$ cat config.mk
export PLATFORM = sky130hd
export DESIGN_NAME = clk_gen_ctrl
export DESIGN_NICKNAME = d
export VERILOG_FILES = /design/src/rtl/clk_gen_ctrl_pkg.sv /design/src/rtl/clk_gen_phase_cnt.sv /design/src/rtl/clk_gen_ctrl.sv
export SDC_FILE = /design/constraint.sdc
export NUM_CORES = 1
export LEC_CHECK = 0
export ABC_AREA = 0
export BUFFER_PORTS_ARGS = -buffer_cell sky130_fd_sc_hd__clkbuf_2
export CORE_UTILIZATION = 55
export CTS_CLUSTER_SIZE = 10
export DETAILED_ROUTE_END_ITERATION = 10
export GPL_ROUTABILITY_DRIVEN = 0
export PLACE_DENSITY = 0.84
export REMOVE_ABC_BUFFERS = 1
export SLEW_MARGIN = 30
export SYNTH_ARGS = -nofsm -noshare
export SYNTH_HDL_FRONTEND = slang
export SYNTH_SLANG_ARGS = --single-unit
$ cat constraint.sdc
create_clock -name CLK -period 2.66 [get_ports CLK]
set_input_delay 0.399 -clock CLK [delete_from_list [all_inputs] [get_ports CLK]]
set_output_delay 0.399 -clock CLK [all_outputs]
set_load 0.02 [all_outputs]
$ cat src/rtl/clk_gen_ctrl_pkg.sv
// Shared definitions for the programmable clock-pulse generator.
// Holds the sequencer state encoding used by clk_gen_ctrl.
package clk_gen_ctrl_pkg;

    localparam int unsigned STATE_W = 2;

    // Sequencer states: idle, HIGH phase, LOW phase of the generated clock.
    typedef enum logic [STATE_W-1:0] {
        IDLE = 2'd0,
        HIGH = 2'd1,
        LOW  = 2'd2
    } state_t;

endpackage

$ cat src/rtl/clk_gen_phase_cnt.sv
// Loadable down-counter with a zero flag; times one HIGH or LOW phase.
// Ports:
//   clk, rst   clock, asynchronous active-high reset
//   load       load load_val (takes priority over dec)
//   load_val   value to load
//   dec        decrement by one (saturates at zero)
//   zero_c     counter currently at zero (combinational from the register)
module clk_gen_phase_cnt #(
    parameter int unsigned CNT_WIDTH = 8
) (
    input  logic                 clk,
    input  logic                 rst,
    input  logic                 load,
    input  logic [CNT_WIDTH-1:0] load_val,
    input  logic                 dec,
    output logic                 zero_c
);

    logic [CNT_WIDTH-1:0] cnt_q;

    // Count register
    always_ff @(posedge clk or posedge rst) begin
        if (rst) begin
            cnt_q <= '0;
        end else if (load) begin
            cnt_q <= load_val;
        end else if (dec && (cnt_q != '0)) begin
            cnt_q <= cnt_q - CNT_WIDTH'(1);
        end
    end

    assign zero_c = (cnt_q == '0);

endmodule

$ cat src/rtl/clk_gen_ctrl.sv
// Programmable clock-pulse generator / sequencer.
// Produces a registered clock CLK_OUT with programmable HIGH/LOW phase
// lengths, START/STOP handshakes and an optional burst period count.
// Ports:
//   CLK, RESET          system clock, asynchronous active-high reset
//   CFG_WR              write CFG_HIGH/CFG_LOW into the shadow registers
//   CFG_HIGH, CFG_LOW   phase lengths in CLK cycles (0 behaves as 1)
//   START, STOP         single-cycle start / stop-after-period requests
//   BURST_LEN           periods to generate, 0 = continuous (sampled on START)
//   CLK_OUT             generated clock
//   RISE, FALL          first HIGH / first LOW cycle of each period
//   BUSY                generator not idle
//   DONE                one-cycle pulse on return to idle
module clk_gen_ctrl
    import clk_gen_ctrl_pkg::*;
#(
    parameter int unsigned CNT_WIDTH    = 8,
    parameter int unsigned BURST_WIDTH  = 16,
    parameter int unsigned DEFAULT_HIGH = 10,
    parameter int unsigned DEFAULT_LOW  = 10
) (
    input  logic                   CLK,
    input  logic                   RESET,
    input  logic                   CFG_WR,
    input  logic [CNT_WIDTH-1:0]   CFG_HIGH,
    input  logic [CNT_WIDTH-1:0]   CFG_LOW,
    input  logic                   START,
    input  logic                   STOP,
    input  logic [BURST_WIDTH-1:0] BURST_LEN,
    output logic                   CLK_OUT,
    output logic                   RISE,
    output logic                   FALL,
    output logic                   BUSY,
    output logic                   DONE
);

    // A programmed length of zero still yields a one-cycle phase.
    function automatic logic [CNT_WIDTH-1:0] clamp1(input logic [CNT_WIDTH-1:0] v);
        return (v == '0) ? CNT_WIDTH'(1) : v;
    endfunction

    state_t                 state_q, state_d;
    logic [CNT_WIDTH-1:0]   shadow_high_q, shadow_high_d;
    logic [CNT_WIDTH-1:0]   shadow_low_q, shadow_low_d;
    logic [CNT_WIDTH-1:0]   act_low_q, act_low_d;
    logic [BURST_WIDTH-1:0] burst_q, burst_d;
    logic                   burst_en_q, burst_en_d;
    logic                   stop_pend_q, stop_pend_d;
    logic                   clk_out_d, rise_d, fall_d, busy_d, done_d;

    logic [CNT_WIDTH-1:0]   eff_high_c, eff_low_c;
    logic                   last_c;
    logic                   ph_load, ph_dec, ph_zero_c;
    logic [CNT_WIDTH-1:0]   ph_val;

    // Phase-length timer shared by the HIGH and LOW phases
    clk_gen_phase_cnt #(
        .CNT_WIDTH (CNT_WIDTH)
    ) u_phase_cnt (
        .clk      (CLK),
        .rst      (RESET),
        .load     (ph_load),
        .load_val (ph_val),
        .dec      (ph_dec),
        .zero_c   (ph_zero_c)
    );

    // State, configuration and output registers
    always_ff @(posedge CLK or posedge RESET) begin
        if (RESET) begin
            state_q       <= IDLE;
            shadow_high_q <= CNT_WIDTH'(DEFAULT_HIGH);
            shadow_low_q  <= CNT_WIDTH'(DEFAULT_LOW);
            act_low_q     <= CNT_WIDTH'(DEFAULT_LOW);
            burst_q       <= '0;
            burst_en_q    <= 1'b0;
            stop_pend_q   <= 1'b0;
            CLK_OUT       <= 1'b0;
            RISE          <= 1'b0;
            FALL          <= 1'b0;
            BUSY          <= 1'b0;
            DONE          <= 1'b0;
        end else begin
            state_q       <= state_d;
            shadow_high_q <= shadow_high_d;
            shadow_low_q  <= shadow_low_d;
            act_low_q     <= act_low_d;
            burst_q       <= burst_d;
            burst_en_q    <= burst_en_d;
            stop_pend_q   <= stop_pend_d;
            CLK_OUT       <= clk_out_d;
            RISE          <= rise_d;
            FALL          <= fall_d;
            BUSY          <= busy_d;
            DONE          <= done_d;
        end
    end

    // Next-state and output logic
    always_comb begin
        state_d       = state_q;
        shadow_high_d = CFG_WR ? CFG_HIGH : shadow_high_q;
        shadow_low_d  = CFG_WR ? CFG_LOW  : shadow_low_q;
        act_low_d     = act_low_q;
        burst_d       = burst_q;
        burst_en_d    = burst_en_q;
        stop_pend_d   = stop_pend_q;
        ph_load       = 1'b0;
        ph_dec        = 1'b0;
        ph_val        = '0;
        rise_d        = 1'b0;
        fall_d        = 1'b0;
        done_d        = 1'b0;
        last_c        = 1'b0;
        // A config write coinciding with a period start is used immediately.
        eff_high_c    = clamp1(shadow_high_d);
        eff_low_c     = clamp1(shadow_low_d);

        case (state_q)
            IDLE: begin
                if (START) begin
                    state_d     = HIGH;
                    burst_d     = BURST_LEN;
                    burst_en_d  = (BURST_LEN != '0);
                    stop_pend_d = STOP;
                    act_low_d   = eff_low_c;
                    ph_load     = 1'b1;
                    ph_val      = eff_high_c - CNT_WIDTH'(1);
                    rise_d      = 1'b1;
                end
            end
            HIGH: begin
                if (STOP) begin
                    stop_pend_d = 1'b1;
                end
                if (ph_zero_c) begin
                    state_d = LOW;
                    ph_load = 1'b1;
                    ph_val  = act_low_q - CNT_WIDTH'(1);
                    fall_d  = 1'b1;
                end else begin
                    ph_dec = 1'b1;
                end
            end
            LOW: begin
                if (STOP) begin
                    stop_pend_d = 1'b1;
                end
                if (ph_zero_c) begin
                    // End of period: count it, then stop or start the next one.
                    last_c = burst_en_q && (burst_q == BURST_WIDTH'(1));
                    if (burst_en_q) begin
                        burst_d = burst_q - BURST_WIDTH'(1);
                    end
                    if (stop_pend_q || STOP || last_c) begin
                        state_d     = IDLE;
                        stop_pend_d = 1'b0;
                        done_d      = 1'b1;
                    end else begin
                        state_d   = HIGH;
                        act_low_d = eff_low_c;
                        ph_load   = 1'b1;
                        ph_val    = eff_high_c - CNT_WIDTH'(1);
                        rise_d    = 1'b1;
                    end
                end else begin
                    ph_dec = 1'b1;
                end
            end
            default: begin
                state_d = IDLE;
            end
        endcase

        clk_out_d = (state_d == HIGH);
        busy_d    = (state_d != IDLE);
    end

endmodule

# Word-level counts from Yosys, hierarchy flattened
# Cells that the tools add are included.
[word_totals]
regBits = 57
ramBits = 0
romBits = 0
elab_cells = 85
mem_count = 0
out_inout_bits = 5
latchBits = 0
[op_classes]
mux = 41
n_mul = 0
reduce_logical = 19
eq_ne = 8
shift = 0
div_mod_pow = 0
add_sub_neg = 4
bitwise_logic = 0
magnitude_cmp = 0
[op_table]
columns = ["op", "n"]
rows = [
  ["$mux 8", 13],
  ["$mux 16", 3],
  ["$pmux 16 s2", 1],
  ["$logic_not 8->1", 3],
  ["$pmux 8 s3", 1],
  ["$sub 8x1->8 const B", 3],
  ["$eq 16x1->1 const B", 1],
  ["$pmux 8 s2", 1],
  ["$reduce_bool 16->1", 1],
  ["$sub 16x1->16 const B", 1],
  ["$mux 1", 15],
  ["$ne 2x2->1 const B", 4],
  ["$reduce_and 4->1", 2],
  ["$reduce_bool 8->1", 1],
  ["$mux 2", 3],
  ["$pmux 1 s3", 2],
  ["$pmux 2 s3", 1],
  ["$reduce_bool 2->1", 3],
  ["$eq 2x1->1 const B", 2],
  ["$reduce_and 2->1", 2],
  ["$reduce_bool 3->1", 1],
  ["$eq 2x2->1 const B", 1],
  ["$logic_and 1x1->1", 2],
  ["$logic_not 2->1", 1],
  ["3 further kinds", 4],
]

# Longest topological paths before layout
[logic_depth]
depth_word = 8
depth_mapped = 10

# Cells and area by module
# A second synthesis with hierarchy kept.
[unflattened]
hier_cells = 353
hier_area_um2 = 3385.7
[modules_own_cells]
columns = ["mod", "instances", "seq_area_each_um2", "area_each_um2", "cells_per_inst"]
rows = [
  ["clk_gen_ctrl", 1, 1233.7, 2890.3, 300],
  ["clk_gen_phase_cnt", 1, 200.2, 495.5, 53],
]

# Worst setup path after synthesis
# OpenSTA, ideal clock, no wires.
[synth_timing]
path_kind = "input port to flip-flop"
from = "input port CFG_WR"
to = "register u_phase_cnt.cnt_q[6]"
setup_ps = 135
stages = 9
path_buffers = 2
required_ps = 2525
path_slack_ps = 382
arrival_time_ps = 2143
cell_sequence = "buf_2 clkbuf_1 mux2_2 a21oi_1 ha_1 o2111ai_1 xnor2_1 a32oi_1 mux2i_1"
[synth_between]
elab_chain_cells = 8
[synth_lines]
columns = ["item", "line", "text"]
rows = [
  ["start, declared", "clk_gen_ctrl.sv:24", "input logic CFG_WR,"],
  ["$mux 8 *", "clk_gen_ctrl.sv:102", "shadow_high_d = CFG_WR ? CFG_HIGH : shadow_high_q;"],
  ["named net shadow_high_d[0]", "clk_gen_ctrl.sv:43", "logic [CNT_WIDTH-1:0] shadow_high_q, shadow_high_d;"],
  ["$logic_not 8->1", "clk_gen_ctrl.sv:39", "return (v == '0) ? CNT_WIDTH'(1) : v;"],
  ["$mux 8 *", "clk_gen_ctrl.sv:39", ""],
  ["$sub 8x1->8 *", "clk_gen_ctrl.sv:128, clk_gen_ctrl.sv:163", ""],
  ["$mux 8", "clk_gen_ctrl.sv:155", "if (stop_pend_q || STOP || last_c) begin"],
  ["$mux 8", "clk_gen_ctrl.sv:149", "if (ph_zero_c) begin"],
  ["$pmux 8 s3 *", "clk_gen_ctrl.sv:119", "case (state_q)"],
  ["$mux 8 *", "clk_gen_phase_cnt.sv:25", "end else if (load) begin"],
  ["end signal, assigned", "clk_gen_phase_cnt.sv:26", "cnt_q <= load_val;"],
  ["end signal, assigned", "clk_gen_phase_cnt.sv:28", "cnt_q <= cnt_q - CNT_WIDTH'(1);"],
  ["end, declared", "clk_gen_phase_cnt.sv:19", "logic [CNT_WIDTH-1:0] cnt_q;"],
]
# Mark *: on every way through the listed nets, which the timed path passes. The rest lies on a longest branch.
# A chain may end at the register's enable or synchronous reset.

# Worst setup path in the final report
[layout_timing]
from = "register u_phase_cnt.cnt_q[0]"
to = "register act_low_q[2]"
[layout_between]
elab_chain_cells = 3
[layout_lines]
columns = ["item", "line", "text"]
rows = [
  ["$logic_not 8->1", "clk_gen_phase_cnt.sv:32", "assign zero_c = (cnt_q == '0);"],
  ["$ne 2x2->1 (no line)", "n/a", ""],
  ["$reduce_and 4->1 (no line)", "n/a", ""],
  ["end signal, assigned", "clk_gen_ctrl.sv:74", "act_low_q <= CNT_WIDTH'(DEFAULT_LOW);"],
  ["end signal, assigned", "clk_gen_ctrl.sv:87", "act_low_q <= act_low_d;"],
  ["end, declared", "clk_gen_ctrl.sv:45", "logic [CNT_WIDTH-1:0] act_low_q, act_low_d;"],
]
# Every way passes these cells.

==> impl_metrics.tcl <==
set metrics [dict create \
    status "finished, final reports clean" \
    synth_warnings 0 \
    start_util_pct 57.5 \
    clockRootBuffer "clkbuf_8" \
    worstPathMaxFanout 9 \
    ys_types 63 \
    ant_nets 0 \
    cts_buffer_depth 2 \
    numPortBuffers 41 \
    r2r_slack_ns 0.39 \
    grt_max_degree 26 \
    syn_area_um2 3450 \
    crit_buf_inv 1 \
    clkLatencyLatePin_ns 0.33 \
    yosys.area_share.simple_pct 17.7 \
    cellPowerDensity_nw_per_um2 1020 \
    critPathCaptureType "register" \
    dpl.hpwl_um 6060 \
    grt_pass1_wl_um 13300 \
    reg2reg_depth 7 \
    n_fill_cell 449 \
    diodes 0 \
    dieHeight_um 81.2 \
    wl_um 8100 \
    clock_skew_ns 0.00613 \
    synth_top_area_share_pct 37.0 \
    finalNetCount 444 \
    clkSlewWorstSetupHoldPaths_ns 0.07 \
    hold_buffers 0 \
    dr.pass1.iters 5 \
    worst_pin_slew_ns 0.563 \
    synth_area_leaders "dfrtp_1 (37%), mux2_2 (6.9%), dfstp_2 (4.6%)" \
    max_stage_delay_ns 0.38 \
    post_cts_buffers 0 \
    grt_use_total_pct 26.9 \
    rr_endpoint "act_low_q[2]" \
    drive_above_1_share_pct 27.5 \
    start_kind "register" \
    core-area_um2 5990 \
    rows 28 \
    slew_headroom_pct 62.4 \
    drc 0 \
    cts_resized 0 \
    synth_edf_count 0 \
    cts.sink_count 57 \
    crit_family "simple AND/OR/NAND/NOR gates" \
    vias 3029 \
    tns_ns 0 \
    first_iter_violations 256 \
    ys.flop_type "dfrtp_1" \
    synth-xor-area-share_pct 2.79 \
    post_drt_wl_per_cell_um 16.9 \
    htree_levels 3 \
    grt_pass1_vias 2748 \
    io_pins 42 \
    highest_layer "met4" \
    crit_arrival_ns 2.49 \
    hold_viol 0 \
    synth_compound_area_share_pct 19.6 \
    grt_overflow 0 \
    dieArea_um2 6590 \
    grt_antenna_before_repair 0 \
    fin_util_pct 66.7 \
    synth_top_family_by_area "compound AO/OA/AOI/OAI gates" \
    timing.final.crit_share_pct 85.4 \
    die_w_um 81.2 \
    max_cap_violations 0 \
    yosysSeqAreaShare_pct 41.6 \
    path_class "reg2reg" \
    synth_top_area_cell "dfrtp_1" \
    synth_cells 346 \
    cp_cell_sequence "inv_1, ha_1, nor3b_2, and2_1, o211ai_2, a21oi_4, mux2_2" \
    area_growth_pct 15.9 \
    met2WireLength_um 3720 \
    slew_violations 0 \
    crit_required_ns 2.88 \
    leakagePower_nw 1.74 \
    ys_seq_elements 57 \
    cts_tree "built" \
    vdd_ir_drop_max_uv 581 \
    via_per_inst 6.34 \
    setup_viol 0 \
    syn_area_per_cell_um2 9.96 \
    final.min_clock_period_ns 2.27 \
    wl_met3_um 531 \
    r2r-start "u_phase_cnt.cnt_q[0]" \
    yosys.area_share.adder_pct 3.27 \
    met1_length_um 3690 \
    timing.fmax_ghz 0.440 \
    synthMuxAreaShare_pct 10.9 \
    async_flop_share_pct 100 \
    numCtsBuffers 9 \
    hold_class "in2async" \
    rsz0062_at_grt "false" \
    crit_slowest_cell "and2_1" \
]
-- where the power goes --
part / internal [mW] / switching, mW
clock: 0.551 / 0.344
combinational: 0.750 / 0.904
sequential: 1.20 / 0.334
-- flip-flops by register name (all words and copies together), names as in the netlist, 2 cells and up --
name               flops
act_low_q              8
state_q                2
shadow_high_q          8
u_phase_cnt.cnt_q      8
burst_q               16
shadow_low_q           8
-- area by class of cell --
| type | count | area (um2) | share of cell area, % |
|---|---|---|---|
| clock buffer | 11 | 141 | 3.54 |
| tap | 75 | 93.8 | 2.35 |
| timing repair buffer | 54 | 303 | 7.58 |
| multi-input combinational | 256 | 1870 | 46.8 |
| inverter | 20 | 75.1 | 1.88 |
| clock inverter | 5 | 78.8 | 1.97 |
| sequential | 57 | 1430 | 35.9 |
-- synth_stat cells (8+ instances only) --
master     n
o22ai_1    9
mux2i_1   14
nor2_1    21
nor3_1    15
inv_1     20
clkbuf_1   8
nor4_1     8
mux2_2    21
o21ai_0   19
nand2_1   15
a21oi_1   22
ha_1       9
dfrtp_1   51
-- cells by family (layout without fill, tap and decap cells) --
group	count (synthesis)	in the layout
and+or+nand+nor	106	106
AOI/OAI and AO/OA	95	95
DFF	57	57
muxes	35	35
buffers and inverters	33	90
xor gates and xnor gates	11	11
adders and majority gates	9	9
-- how the worst max path moves through the flow --
stage / slack [ns] / depth (start not counted) / startpoint / endpoint
after floorplan: -0.26 / 7 / state_q[0] / burst_q[7]
after global placement: 0.39 / 8 / CFG_WR / u_phase_cnt.cnt_q[4]
after detailed placement: 0.35 / 8 / CFG_WR / u_phase_cnt.cnt_q[6]
after CTS: 0.40 / 7 / u_phase_cnt.cnt_q[0] / act_low_q[2]
after global routing: 0.27 / 7 / u_phase_cnt.cnt_q[0] / act_low_q[2]
final: 0.39 / 7 / u_phase_cnt.cnt_q[0] / act_low_q[2]
-- placed cells by master (no fill, tap or decap), types with 14 or more instances in the layout --
cell,count
nor2_1,21
dfrtp_1,51
mux2_2,21
nor3_1,15
a21oi_1,22
nand2_1,15
inv_1,19
clkbuf_2,41
mux2i_1,14
o21ai_0,19
-- layer usage --
layer  vias to the layer above  track usage, %
li1                       1407               -
met1                      1451            37.8
met2                       153            40.5
met3                        18            4.94
met4                         0            11.4
met5                         -               0
-- metrics by stage --
step                      setup WS [ns]  std cells  power (mW)  hold slack (ns)  instance area (um2)
after floorplan                  -0.257        333        2.67            0.453                 3380
after detailed placement          0.354        462        3.16            0.465                 3780
final                             0.387        478        4.08           0.0956                 4000
after global placement            0.395        462        3.08            0.452                 3780
after global routing              0.265        478        4.34            0.142                 4000
after CTS                         0.400        478        4.06            0.107                 4000
Note: power is estimated with default switching activity, not from simulation.
